**src/rtl/pslip_rr_arb.sv**
```systemverilog
// pSLIP round-robin arbiter with grant/accept handshake.
// Pointer moves only on accept; optional locked grant.
module pslip_rr_arb #(
  parameter int N = 4,
  parameter bit LOCK = 1'b0,
  localparam int IW = $clog2(N)
) (
  input  logic          clk,
  input  logic          rst,
  input  logic          en,
  input  logic [N-1:0]  req,
  input  logic          accept,
  output logic [N-1:0]  gnt,
  output logic [IW-1:0] gnt_idx,
  output logic          gnt_vld,
  output logic [IW-1:0] ptr
);

  typedef enum logic [1:0] {
    S_IDLE,
    S_OFFER,
    S_HOLD
  } state_e;

  state_e        state_q, state_d;
  logic [N-1:0]  gnt_q, gnt_d;
  logic [IW-1:0] idx_q, idx_d;
  logic          vld_q, vld_d;
  logic [IW-1:0] ptr_q, ptr_d;

  logic [IW-1:0] nxt_ptr;
  logic [IW-1:0] pk_idle;
  logic [IW-1:0] pk_acc;
  logic          any_req;
  logic          own_req;

  // Lowest requester at or above p, else lowest overall.
  function automatic logic [IW-1:0] pick(
    input logic [N-1:0]  r,
    input logic [IW-1:0] p
  );
    logic [IW-1:0] w;
    logic          lo_hit;
    logic          hi_hit;
    w      = '0;
    lo_hit = 1'b0;
    hi_hit = 1'b0;
    for (int i = 0; i < N; i++) begin
      if (r[i] && !lo_hit) begin
        w      = IW'(i);
        lo_hit = 1'b1;
      end
    end
    for (int i = 0; i < N; i++) begin
      if (r[i] && !hi_hit && i >= int'(p)) begin
        w      = IW'(i);
        hi_hit = 1'b1;
      end
    end
    return w;
  endfunction

  function automatic logic [N-1:0] onehot(
    input logic [IW-1:0] i
  );
    return N'(1) << i;
  endfunction

  // Explicit wrap keeps non-power-of-two N correct.
  assign nxt_ptr = (idx_q == IW'(N - 1)) ? '0
                 : idx_q + IW'(1);
  assign pk_idle = pick(req, ptr_q);
  assign pk_acc  = pick(req, nxt_ptr);
  assign any_req = |req;
  assign own_req = req[idx_q];

  always_comb begin
    state_d = state_q;
    gnt_d   = gnt_q;
    idx_d   = idx_q;
    vld_d   = vld_q;
    ptr_d   = ptr_q;
    unique case (state_q)
      S_IDLE: begin
        if (en && any_req) begin
          state_d = S_OFFER;
          idx_d   = pk_idle;
          gnt_d   = onehot(pk_idle);
          vld_d   = 1'b1;
        end
      end
      S_OFFER: begin
        if (accept) begin
          ptr_d = nxt_ptr;
          if (!LOCK) begin
            if (en && any_req) begin
              idx_d = pk_acc;
              gnt_d = onehot(pk_acc);
            end else begin
              state_d = S_IDLE;
              gnt_d   = '0;
              vld_d   = 1'b0;
            end
          end else if (own_req) begin
            state_d = S_HOLD;
          end else begin
            state_d = S_IDLE;
            gnt_d   = '0;
            vld_d   = 1'b0;
          end
        end else if (!own_req) begin
          state_d = S_IDLE;
          gnt_d   = '0;
          vld_d   = 1'b0;
        end
      end
      S_HOLD: begin
        if (!own_req) begin
          state_d = S_IDLE;
          gnt_d   = '0;
          vld_d   = 1'b0;
        end
      end
      default: begin
        state_d = S_IDLE;
        gnt_d   = '0;
        vld_d   = 1'b0;
      end
    endcase
  end

  always_ff @(posedge clk or posedge rst) begin
    if (rst) begin
      state_q <= S_IDLE;
      gnt_q   <= '0;
      idx_q   <= '0;
      vld_q   <= 1'b0;
      ptr_q   <= '0;
    end else begin
      state_q <= state_d;
      gnt_q   <= gnt_d;
      idx_q   <= idx_d;
      vld_q   <= vld_d;
      ptr_q   <= ptr_d;
    end
  end

  assign gnt     = gnt_q;
  assign gnt_idx = idx_q;
  assign gnt_vld = vld_q;
  assign ptr     = ptr_q;

endmodule

```
**config.mk**
```make
export PLATFORM = sky130hd
export DESIGN_NAME = pslip_rr_arb
export DESIGN_NICKNAME = d
export VERILOG_FILES = /design/src/rtl/pslip_rr_arb.sv
export SDC_FILE = /design/constraint.sdc
export NUM_CORES = 1
export LEC_CHECK = 0
export ABC_AREA = 1
export CAP_MARGIN = 20
export CORE_UTILIZATION = 53
export CTS_BUF_LIST = sky130_fd_sc_hd__clkbuf_8 sky130_fd_sc_hd__clkbuf_16
export DETAILED_ROUTE_END_ITERATION = 10
export GPL_TIMING_DRIVEN = 0
export MAX_ROUTING_LAYER = met4
export PLACE_DENSITY = 0.8
export SKIP_CTS_REPAIR_TIMING = 1
export SLEW_MARGIN = 20
export SYNTH_ARGS = -nofsm -noshare
export SYNTH_HDL_FRONTEND = slang
export SYNTH_SLANG_ARGS = --single-unit
```
**constraint.sdc**
```tcl
create_clock -name clk -period 3.05 [get_ports clk]
set_input_delay 0.61 -clock clk [delete_from_list [all_inputs] [get_ports clk]]
set_output_delay 0.61 -clock clk [all_outputs]
set_load 0.02 [all_outputs]
```
Word level (Yosys, flattened, before mapping)
Cells that the tools add are included.
{"block": "word_totals", "reg_bits": 11, "inputBits": 8, "out_inout_bits": 9, "word_cells": 95}
{"block": "op_classes", "addsub": 1, "magnitude_cmp": 7, "eq_ne": 7, "shift": 2, "n_mux": 42, "reduce_logical": 31}
{"operator": "$mux W2", "count": 18}
{"operator": "$logic_and A1 B1 Y1", "count": 16}
{"operator": "$mux W4", "count": 4}
{"operator": "$mux W1", "count": 15}
{"operator": "$pmux W4 S3", "count": 1}
{"operator": "$logic_not A1 Y1", "count": 9}
{"operator": "$ge A1 B2 Y1 const A", "count": 4}
{"operator": "$shl A1 B2 Y4 const A", "count": 2}
{"operator": "$ne A2 B2 Y1 const B", "count": 3}
{"operator": "$pmux W2 S3", "count": 1}
{"operator": "$eq A2 B2 Y1 const B", "count": 2}
{"operator": "$ge A2 B2 Y1 const A", "count": 2}
{"operator": "$pmux W2 S2", "count": 1}
{"operator": "$reduce_and A2 Y1", "count": 2}
{"operator": "$reduce_and A4 Y1", "count": 1}
{"operator": "$reduce_or A4 Y1", "count": 1}
{"operator": "$lt A2 B3 Y1 const B", "count": 1}
{"operator": "$ne A3 B3 Y1 const B", "count": 1}
{"operator": "$pmux W1 S3", "count": 1}
{"operator": "$add A2 B1 Y2 const B", "count": 1}
{"operator": "$bmux W1 S2", "count": 1}
{"operator": "$eq A2 B1 Y1 const B", "count": 1}
{"operator": "$logic_not A2 Y1", "count": 1}
{"operator": "$reduce_bool A2 Y1", "count": 1}

Depth between registers and ports, before layout
Gate-level depths: netlist (run 1).
{"block": "depth", "ltp_word": 20, "depth_mapped": 10, "ltp_nobuf": 10}

Worst setup path before layout (run 1)
Ideal clock, no wire load.
{"block": "synth_path", "path_type": "register to register", "from": "register idx_q[0], in the netlist gnt_idx[0]", "to": "register gnt_q[1], in the netlist gnt[1]", "setup_time_ps": 117, "t_arrival_ps": 1461, "required_ps": 2933, "slack_ps": 1472, "path_stages_with_launch": 11, "path_cell_list": "dfrtp_1 -> inv_1 -> ha_1 -> nand2_1 -> nand3_1 -> nand3_1 -> nor2_1 -> nand2_1 -> nand2_1 -> nand2_1 -> nand2_1"}
{"block": "synth_via", "elab_chain_cells": 20, "elab_cells_between_ends": 29, "cone_classes": "add/sub (1); order compare (3); eq/ne (1); shift (1); mux (14); reduce/logical (9)"}
{"item": "start: declaration", "line_no": "27", "rtl": "logic [IW-1:0] idx_q, idx_d;"}
{"item": "start signal: assignment", "line_no": "142", "rtl": "idx_q <= idx_d;"}
{"item": "$add A2 B1 Y2 or $eq A2 B2 Y1 (tied branches)", "line_no": "71, 70"}
{"item": "$mux W2", "line_no": "70", "rtl": "assign nxt_ptr = (idx_q == IW'(N - 1)) ? '0"}
{"item": "$ge A1 B2 Y1", "line_no": "55", "rtl": "if (r[i] && !hi_hit && i >= int'(p)) begin"}
{"item": "$logic_and A1 B1 Y1", "line_no": "55"}
{"item": "$mux W1", "line_no": "55"}
{"item": "$logic_not A1 Y1", "line_no": "55"}
{"item": "$logic_and A1 B1 Y1 (2 in series)", "line_no": "55"}
{"item": "$mux W1", "line_no": "55"}
{"item": "[3 not listed]"}
{"item": "$mux W1", "line_no": "55"}
{"item": "$logic_not A1 Y1", "line_no": "55"}
{"item": "$logic_and A1 B1 Y1", "line_no": "55"}
{"item": "$mux W2", "line_no": "55"}
{"item": "$shl A1 B2 Y4", "line_no": "66", "rtl": "return N'(1) << i;"}
{"item": "$mux W4", "line_no": "96", "rtl": "if (en && any_req) begin"}
{"item": "$mux W4", "line_no": "93", "rtl": "if (accept) begin"}
{"item": "$pmux W4 S3 (*)", "line_no": "83", "rtl": "unique case (state_q)"}
{"item": "end signal: assignment", "line_no": "141", "rtl": "gnt_q <= gnt_d;"}
{"item": "end: declaration", "line_no": "26", "rtl": "logic [N-1:0] gnt_q, gnt_d;"}
Every way passes the cells marked *; elsewhere a longest branch is shown, timed or not. The select of a mux whose other input is x is not followed.
A chain may end at the register's enable or synchronous reset.

Worst setup path after layout (run 1)
{"block": "layout_path", "from": "register idx_q[0], in the netlist gnt_idx[0]", "to": "output gnt_idx[0]"}
{"item": "end: declaration", "line_no": "14", "rtl": "output logic [IW-1:0] gnt_idx,"}
No word-level cell between the ends.

==> results of run 1 <==
-- routing by layer --
layer  global-route usage  part of all wire
met5                    -                 0
met2                0.445              0.45
met1                0.357              0.49
met3               0.0479             0.056
met4               0.0968            0.0076
-- power by group through the flow --
stage | Clock, W | Combinational [W] | Sequential [W]
after detailed placement | 0 | 0.000551 | 0.000259
after floorplan | 0 | 0.000310 | 0.000313
final | 0.000145 | 0.000555 | 0.000259
after global routing | 0.000156 | 0.000622 | 0.000270
after CTS | 0.000147 | 0.000555 | 0.000259
after global placement | 0 | 0.000544 | 0.000255
-- layout by cell type (no fill, tap or decap) --
master           count
dfrtp_1             11
inv_1               16
a21oi_1              3
nand2_2              3
nand3b_1             1
nor2_8               1
nor2_1              14
a21boi_1             1
clkbuf_8             3
o21ai_0              4
o21ai_1              2
ha_1                 2
o31ai_1              1
o22ai_1              1
nand3_1             11
o211ai_1             2
clkdlybuf4s50_1     16
inv_2                2
nand2_1             48
o21a_1               1
o21bai_1             1
nand4_1              1
nand4_4              1
-- logic make-up after synthesis --
| family | after synthesis | synth area share |
|---|---|---|
| buf+inv | 17 | 0.0776 |
| flops | 11 | 0.335 |
| fa+ha+maj | 2 | 0.0304 |
| compound gates | 16 | 0.117 |
| simple gates | 80 | 0.440 |
-- stage by stage --
step | power, W | hold WS [ns] | worst slack [ns]
after CTS | 0.000961 | 0.481 | 1.12
after detailed placement | 0.000810 | 0.464 | 0.975
final | 0.000959 | 0.479 | 1.13
after floorplan | 0.000624 | 0.462 | 1.47
after global routing | 0.00105 | 0.497 | 1.06
after global placement | 0.000799 | 0.462 | 0.998
-- cell type report --
cell class | instances | area share
well taps | 15 | 0.0179
repair buffers | 16 | 0.153
multi-input cells | 98 | 0.462
inverters | 17 | 0.0610
clock buffers | 3 | 0.0395
flip-flops and latches | 11 | 0.263
clock inverters | 1 | 0.00359
-- registers in the layout, indices dropped and copies added, names as in the netlist --
register and flops:
ptr 2, gnt_vld 1, state_q 2, gnt 4, gnt_idx 2
-- worst max path at each step --
stage | startpoint | end | slack [ns] | depth (start not counted)
6_report | gnt_idx[0] | gnt_idx[0] | 1.13 | 1
5_1_grt | gnt_idx[0] | gnt_idx[0] | 1.06 | 1
4_1_cts | gnt_idx[0] | gnt_idx[0] | 1.12 | 1
3_5_place_dp | req[0] | gnt[2] | 0.97 | 8
3_3_place_gp | req[0] | gnt_idx[1] | 1.0 | 9
2_1_floorplan | gnt_idx[0] | gnt[1] | 1.47 | 10
==> metrics.cfg, run 1 <==
[pwr]
power_density_mw_per_mm2=917
switchingPower_w=0.000447
clkPwrFrac=0.151
seqPwrFrac=0.270
peakVddDrop_v=0.000547
p_int_w=0.000512
p_leak_nw=0.549
combPwrFrac=0.578
sw_frac_of_total=0.466

[hold_path]
hold_start=gnt[2]
hold_path_depth=2
min_to=gnt[2]
min_path_type=reg -> reg

[logic_synthesis]
yosys-top-cells-count=nand2_1, inv_1, nor2_1, dfrtp_1, nand3_1
yosys_register_bits=11
synth-edff-count=0
ys_seq_area_frac=0.335
synth_ff_type=dfrtp_1
yosysMostFrequentCell=nand2_1
synth_area_sq_um=822
yosysUniqueCellTypes=21
yosys.area.top_type=dfrtp_1
synthArstFlopShare=1.00
syn_area_per_cell_sq_um=6.52
synthDominantCellAreaShare=0.335
syn_nets=136
syn_inst=126
yosysWarnings=0
synth.top_cells.by_area=dfrtp_1, nand2_1, inv_1

[critical_path]
crit-reg2reg-launch=gnt_idx[0]
r2r_end=gnt[0]
arrival_ns=1.31
crit_family=buffers and inverters
critPathKind=reg -> out
cpPeakStageDelay_ns=0.64
startpoint_type=flop
path_buf_inv=1
reg2regPathDepth=10
crit_path_max_fanout=7
ff2ff_setup_slack_ns=1.40
slowest_stage=clkdlybuf4s50_1
required_ns=2.44
endpoint_kind=primary output
crit_chain=clkdlybuf4s50_1

[route]
vias=851
dr.pass1.iters=4
drc=0
wl_per_cell_um=11.5
drt_iter0_markers=21
viasPerCell=5.29
ant_nets=0
totalWireLength_um=1850

[status]
status=finished, final reports clean

[clock_network]
cts_buffers=3
clock_latency_ns=0.24
cts_tree=yes
cts_root_buf=clkbuf_8
cts_max_level=1
cts_sinks=11
cts_buffer_depth=2
clkTransAtPathRegs_ns=0.06

[floorplanning]
dieArea_sq_mm=0.00171
coreArea_sq_mm=0.00137
die_y_um=41.4
pin_count=17
start_util=0.602
core.rowCount=13
fp.dieW_um=41.4

[placement]
dpl_cell_area_sq_mm=0.00100
place_inst=157
dpl.hpwl_um=1470
port_buffers=16
routabilityCongestion=0.841

[finish]
fillers=116
multi_input_area_sq_um=483
finalInstanceArea_sq_mm=0.00105
nNetsFinal=157
num_antenna_cells=0
utilization=0.766
syn_to_final_growth_pct=27.2
seq_area_sq_um=275
fin_cells=161
drive_above_1_share=0.0685

[timing]
fin_skew_ns=0.00623
finalMaxSlewViolations=0
final-setup-viol-count=0
rsz0062_at_grt=false
clock.fmax_mhz=520
finalSetupTns_ns=0
fin_crit_sh=0.631
hold_viol=0
worst_slew_pin_slew_ns=0.437
post-route-min-period_ns=1.92
maxSlewHeadroom=0.709

[flow_run]
maxCapViolations=0

[global_routing]
grt_pass1_vias=710
grt_max_degree=12
track_usage=0.279
overflow=0
grt_pass1_wl_um=3000
antenna_found_initial=0

Power figures use the tool's default switching activity.
==> run 2: changes to the inputs <==
--- a/config.mk
+++ b/config.mk
@@ -7,12 +7,12 @@
 export LEC_CHECK = 0
 export ABC_AREA = 1
 export CAP_MARGIN = 20
-export CORE_UTILIZATION = 53
+export CORE_UTILIZATION = 49
 export CTS_BUF_LIST = sky130_fd_sc_hd__clkbuf_8 sky130_fd_sc_hd__clkbuf_16
 export DETAILED_ROUTE_END_ITERATION = 10
 export GPL_TIMING_DRIVEN = 0
 export MAX_ROUTING_LAYER = met4
-export PLACE_DENSITY = 0.8
+export PLACE_DENSITY = 0.75
 export SKIP_CTS_REPAIR_TIMING = 1
 export SLEW_MARGIN = 20
 export SYNTH_ARGS = -nofsm -noshare
==> constraint.sdc (replaced) <==
create_clock -name clk -period 1.8 [get_ports clk]
set_input_delay 0.36 -clock clk [delete_from_list [all_inputs] [get_ports clk]]
set_output_delay 0.36 -clock clk [all_outputs]
set_load 0.02 [all_outputs]
==> metrics.cfg, run 2 (same netlist as run 1, synthesis figures left out) <==
[route]
vias=864  ; was 851
dr.pass1.iters=4  ; unchanged
wl_per_cell_um=11.2  ; was 11.5 um
viasPerCell=5.33  ; was 5.29
drc=0  ; unchanged
drt_iter0_markers=21  ; unchanged
totalWireLength_um=1810  ; was 1850 um
ant_nets=0  ; unchanged

[critical_path]
required_ns=1.44  ; was 2.44 ns
crit_family=buffers and inverters  ; unchanged
path_buf_inv=1  ; unchanged
critPathKind=reg -> out  ; unchanged
cpPeakStageDelay_ns=0.63  ; was 0.64 ns
crit_path_max_fanout=6  ; was 7
arrival_ns=1.27  ; was 1.31 ns
crit_chain=clkdlybuf4s50_1  ; unchanged
slowest_stage=clkdlybuf4s50_1  ; unchanged
crit_start=ptr[1]  ; was gnt_idx[0]
crit-reg2reg-launch=gnt_idx[0]  ; unchanged
startpoint_type=flop  ; unchanged
endpoint_kind=primary output  ; unchanged

[clock_network]
cts_max_level=1  ; unchanged
cts_sinks=11  ; unchanged
cts_tree=yes  ; unchanged
clkTransAtPathRegs_ns=0.05  ; was 0.06 ns
cts_buffer_depth=2  ; unchanged
cts_buffers=3  ; unchanged
clock_latency_ns=0.24  ; about the same
cts_root_buf=clkbuf_8  ; unchanged

[global_routing]
antenna_found_initial=0  ; unchanged
overflow=0  ; unchanged
grt_max_degree=12  ; unchanged
track_usage=0.233  ; was 0.279
grt_pass1_vias=707  ; was 710
grt_pass1_wl_um=3020  ; was 3000 um

[floorplanning]
die_y_um=43.0  ; was 41.4 um
fp.dieW_um=43.0  ; was 41.4 um
coreArea_sq_mm=0.00154  ; was 0.00137 sq mm
start_util=0.533  ; was 0.602
dieArea_sq_mm=0.00185  ; was 0.00171 sq mm
core.rowCount=14  ; was 13
pin_count=17  ; unchanged

[timing]
fin_crit_sh=0.904
hold_viol=0  ; unchanged
finalMaxSlewViolations=0  ; unchanged
clock.fmax_mhz=614
final-setup-viol-count=0  ; unchanged
fin_skew_ns=0.00162  ; was 0.00623 ns
worst_slew_pin_slew_ns=0.434  ; was 0.437 ns
rsz0062_at_grt=false  ; unchanged
maxSlewHeadroom=0.711  ; was 0.709
setup_slack_ns=0.172  ; was 1.13 ns
post-route-min-period_ns=1.63

[finish]
final_cell_mix=nand2_1, inv_1, clkdlybuf4s50_1  ; unchanged
nNetsFinal=157  ; unchanged
largest_reg_flops=4  ; unchanged
drive_above_1_share=0.0753  ; was 0.0685
finalInstanceArea_sq_mm=0.00105  ; about the same
utilization=0.680  ; was 0.766
syn_to_final_growth_pct=27.6  ; was 27.2%
num_antenna_cells=0  ; unchanged
mostFrequentLayoutCell=nand2_1  ; unchanged

[hold_path]
min_path_type=in -> async  ; was reg -> reg

[pwr]
p_leak_nw=0.548  ; was 0.549 nW
power_w=0.00162  ; was 0.000959 W
power_density_mw_per_mm2=1540  ; was 917 mW/mm^2
peakVddDrop_v=0.00104  ; was 0.000547 V

[flow_run]
maxCapViolations=0  ; unchanged

[placement]
dpl_cell_area_sq_mm=0.00100  ; about the same
dp_slack_ns=-0.0214  ; was 0.975 ns
port_buffers=16  ; unchanged
dpl.hpwl_um=1410  ; was 1470 um
routabilityCongestion=0.829  ; was 0.841

[status]
status=finished, final reports clean  ; unchanged

==> run 2: cell count changes in the layout (fill, tap and decap cells not counted) <==
cell / delta
dfrtp_1: -1
dfrtp_2: +1
==> run 2: layout make-up <==
class                   count  area [sq um]
inverters                  17          63.8
clock buffers               3          41.3
well taps                  16          20.0
multi-input cells          98           483
repair buffers             16           160
clock inverters             1          3.75
flip-flops and latches     11           277
fillers                   125           493
==> run 2: per-layer routing <==
metal  share of wire  global-route usage
met2            0.42               0.348
met4           0.034               0.109
met5               0                   -
met1            0.48               0.297
met3           0.064              0.0553
==> run 2: final timing paths <==
kind,to,slack (ns),depth (start not counted)
setup / recovery,ptr[1],0.17,1
setup reg to reg,gnt[0],0.19,10
hold reg to reg,gnt[3],0.48,2
max in group asynchronous,gnt_idx[0],1.05,2
min in group clk,gnt[3],0.48,2
hold / removal,gnt_vld,0.43,2
==> run 2: stage by stage <==
stage                     cells  TNS [ns]  hold slack [ns]
final                       162         0            0.427
after global routing        162         0            0.477
after CTS                   162         0            0.443
after detailed placement    158   -0.0409            0.469
after global placement      158   -0.0346            0.464
after floorplan             126         0            0.212
==> run 2: power breakdown <==
part           switching [W]  total, W  internal, W  leakage (nW)
Clock              0.0000902  0.000240     0.000149        0.0269
Combinational       0.000572  0.000945     0.000373         0.382
Sequential         0.0000862  0.000435     0.000348         0.139
Total               0.000748   0.00162     0.000871         0.548
==> run 3: changes to the inputs <==
--- a/config.mk
+++ b/config.mk
@@ -9,9 +9,9 @@
 export CAP_MARGIN = 20
 export CORE_UTILIZATION = 49
 export CTS_BUF_LIST = sky130_fd_sc_hd__clkbuf_8 sky130_fd_sc_hd__clkbuf_16
+export CTS_CLUSTER_SIZE = 40
 export DETAILED_ROUTE_END_ITERATION = 10
 export GPL_TIMING_DRIVEN = 0
-export MAX_ROUTING_LAYER = met4
 export PLACE_DENSITY = 0.75
 export SKIP_CTS_REPAIR_TIMING = 1
 export SLEW_MARGIN = 20
==> metrics.cfg, run 3 (same netlist as run 1, synthesis figures left out) <==
[status]
status=finished, final reports clean  ; unchanged

[pwr]
seqPwrFrac=0.268  ; about the same
sw_frac_of_total=0.464  ; was 0.462
peakVddDrop_v=0.000981  ; was 0.00104 V
clkPwrFrac=0.153  ; was 0.148
switchingPower_w=0.000754  ; was 0.000748 W
combPwrFrac=0.579  ; was 0.584
power_density_mw_per_mm2=1550  ; was 1540 mW/mm^2
p_leak_nw=0.548  ; unchanged
p_int_w=0.000871  ; about the same

[placement]
dpl_cell_area_sq_mm=0.00100  ; unchanged
dpl.hpwl_um=1490  ; was 1410 um
port_buffers=16  ; unchanged
routabilityCongestion=0.841  ; was 0.829

[finish]
num_antenna_cells=0  ; unchanged
final_cell_mix=nand2_1, inv_1, clkdlybuf4s50_1  ; unchanged
multi_input_area_sq_um=483  ; unchanged
mostFrequentLayoutCell=nand2_1  ; unchanged
fillers=146  ; was 125
seq_area_sq_um=277  ; unchanged
finalInstanceArea_sq_mm=0.00105  ; unchanged
syn_to_final_growth_pct=27.6  ; unchanged
drive_above_1_share=0.0753  ; unchanged
largest_reg_flops=4  ; unchanged
nNetsFinal=157  ; unchanged

[critical_path]
startpoint_type=flop  ; unchanged
arrival_ns=1.27  ; about the same
reg2regPathDepth=9  ; was 10
path_buf_inv=1  ; unchanged
ff2ff_setup_slack_ns=0.19  ; about the same
crit_chain=clkdlybuf4s50_1  ; unchanged
required_ns=1.44  ; about the same
endpoint_kind=primary output  ; unchanged
crit_family=buffers and inverters  ; unchanged
cp.depth=1  ; unchanged
crit_path_max_fanout=7  ; was 6
critPathKind=reg -> out  ; unchanged
cpPeakStageDelay_ns=0.62  ; was 0.63 ns
slowest_stage=clkdlybuf4s50_1  ; unchanged

[hold_path]
min_path_type=in -> async  ; unchanged

[global_routing]
grt_pass1_vias=753  ; was 707
grt_max_degree=12  ; unchanged
overflow=0  ; unchanged
grt_pass1_wl_um=3110  ; was 3020 um
track_usage=0.229  ; was 0.233
antenna_found_initial=0  ; unchanged

[timing]
fin_crit_sh=0.904  ; about the same
final-setup-viol-count=0  ; unchanged
rsz0062_at_grt=false  ; unchanged
finalMaxSlewViolations=0  ; unchanged
hold_viol=0  ; unchanged
maxSlewHeadroom=0.705  ; was 0.711
worst_slew_pin_slew_ns=0.441  ; was 0.434 ns
fin_skew_ns=0.000690  ; was 0.00162 ns
finalHoldWorstSlack_ns=0.426  ; was 0.427 ns
clock.fmax_mhz=614  ; about the same
post-route-min-period_ns=1.63  ; about the same

[route]
wl_per_cell_um=11.5  ; was 11.2 um
dr.pass1.iters=4  ; unchanged
vias=859  ; was 864
drt_iter0_markers=16  ; was 21
viasPerCell=5.30  ; was 5.33
totalWireLength_um=1860  ; was 1810 um
drc=0  ; unchanged
ant_nets=0  ; unchanged

[clock_network]
cts_buffer_depth=2  ; unchanged
clkTransAtPathRegs_ns=0.05  ; about the same
cts_max_level=1  ; unchanged
cts_tree=yes  ; unchanged
cts_sinks=11  ; unchanged
cts_buffers=3  ; unchanged
clock_latency_ns=0.24  ; about the same
cts_root_buf=clkbuf_8  ; unchanged

[flow_run]
maxCapViolations=0  ; unchanged

[floorplanning]
pin_count=17  ; unchanged
fp.dieW_um=43.0  ; unchanged
die_y_um=43.0  ; unchanged
core.rowCount=14  ; unchanged
dieArea_sq_mm=0.00185  ; unchanged
start_util=0.533  ; unchanged
coreArea_sq_mm=0.00154  ; unchanged

## run 3: cell counts in the layout (fill, tap and decap cells not counted)
No cell type changed its count.
## run 3: final timing paths
check / start / to
max: gnt_idx[0] / gnt_idx[0]
min reg2reg: gnt[2] / gnt[2]
min: rst / gnt_vld
max in group asynchronous: rst / gnt_idx[0]
max reg2reg: gnt_idx[0] / gnt[2]
min in group clk: gnt[2] / gnt[2]
## run 3: power by group through the flow
stage | Clock, W | Sequential, W | Combinational (W)
floorplan | 0 | 0.000531 | 0.000526
global placement | 0 | 0.000433 | 0.000926
detailed placement | 0 | 0.000435 | 0.000942
CTS | 0.000245 | 0.000432 | 0.000946
global route | 0.000259 | 0.000450 | 0.00105
finish | 0.000249 | 0.000435 | 0.000941
## run 3: through the flow
| stage | TNS (ns) | total power [W] | std cells | worst slack [ns] | utilization |
|---|---|---|---|---|---|
| 2_1_floorplan | 0 | 0.00106 | 126 | 0.222 | - |
| 3_3_place_gp | -0.0278 | 0.00136 | 158 | -0.0179 | 0.650 |
| 3_5_place_dp | -0.0937 | 0.00138 | 158 | -0.0478 | 0.650 |
| 4_1_cts | 0 | 0.00162 | 162 | 0.124 | 0.679 |
| 5_1_grt | 0 | 0.00176 | 162 | 0.0199 | 0.680 |
| 6_report | 0 | 0.00162 | 162 | 0.172 | 0.680 |
## run 3: cell type report
cell class | instances | share of cell area
Inverter | 17 | 0.0609
Multi-Input combinational cell | 98 | 0.461
Clock inverter | 1 | 0.00358
Tap cell | 16 | 0.0191
Clock buffer | 3 | 0.0394
Timing Repair Buffer | 16 | 0.153
Sequential cell | 11 | 0.264
## run 3: metal layers
metal  track usage  up-vias  wire length, um
li1              -      443                -
met1         0.297      398              894
met2         0.370       14              865
met3        0.0383        4               64
met4         0.109        0               34
met5             0        -                0
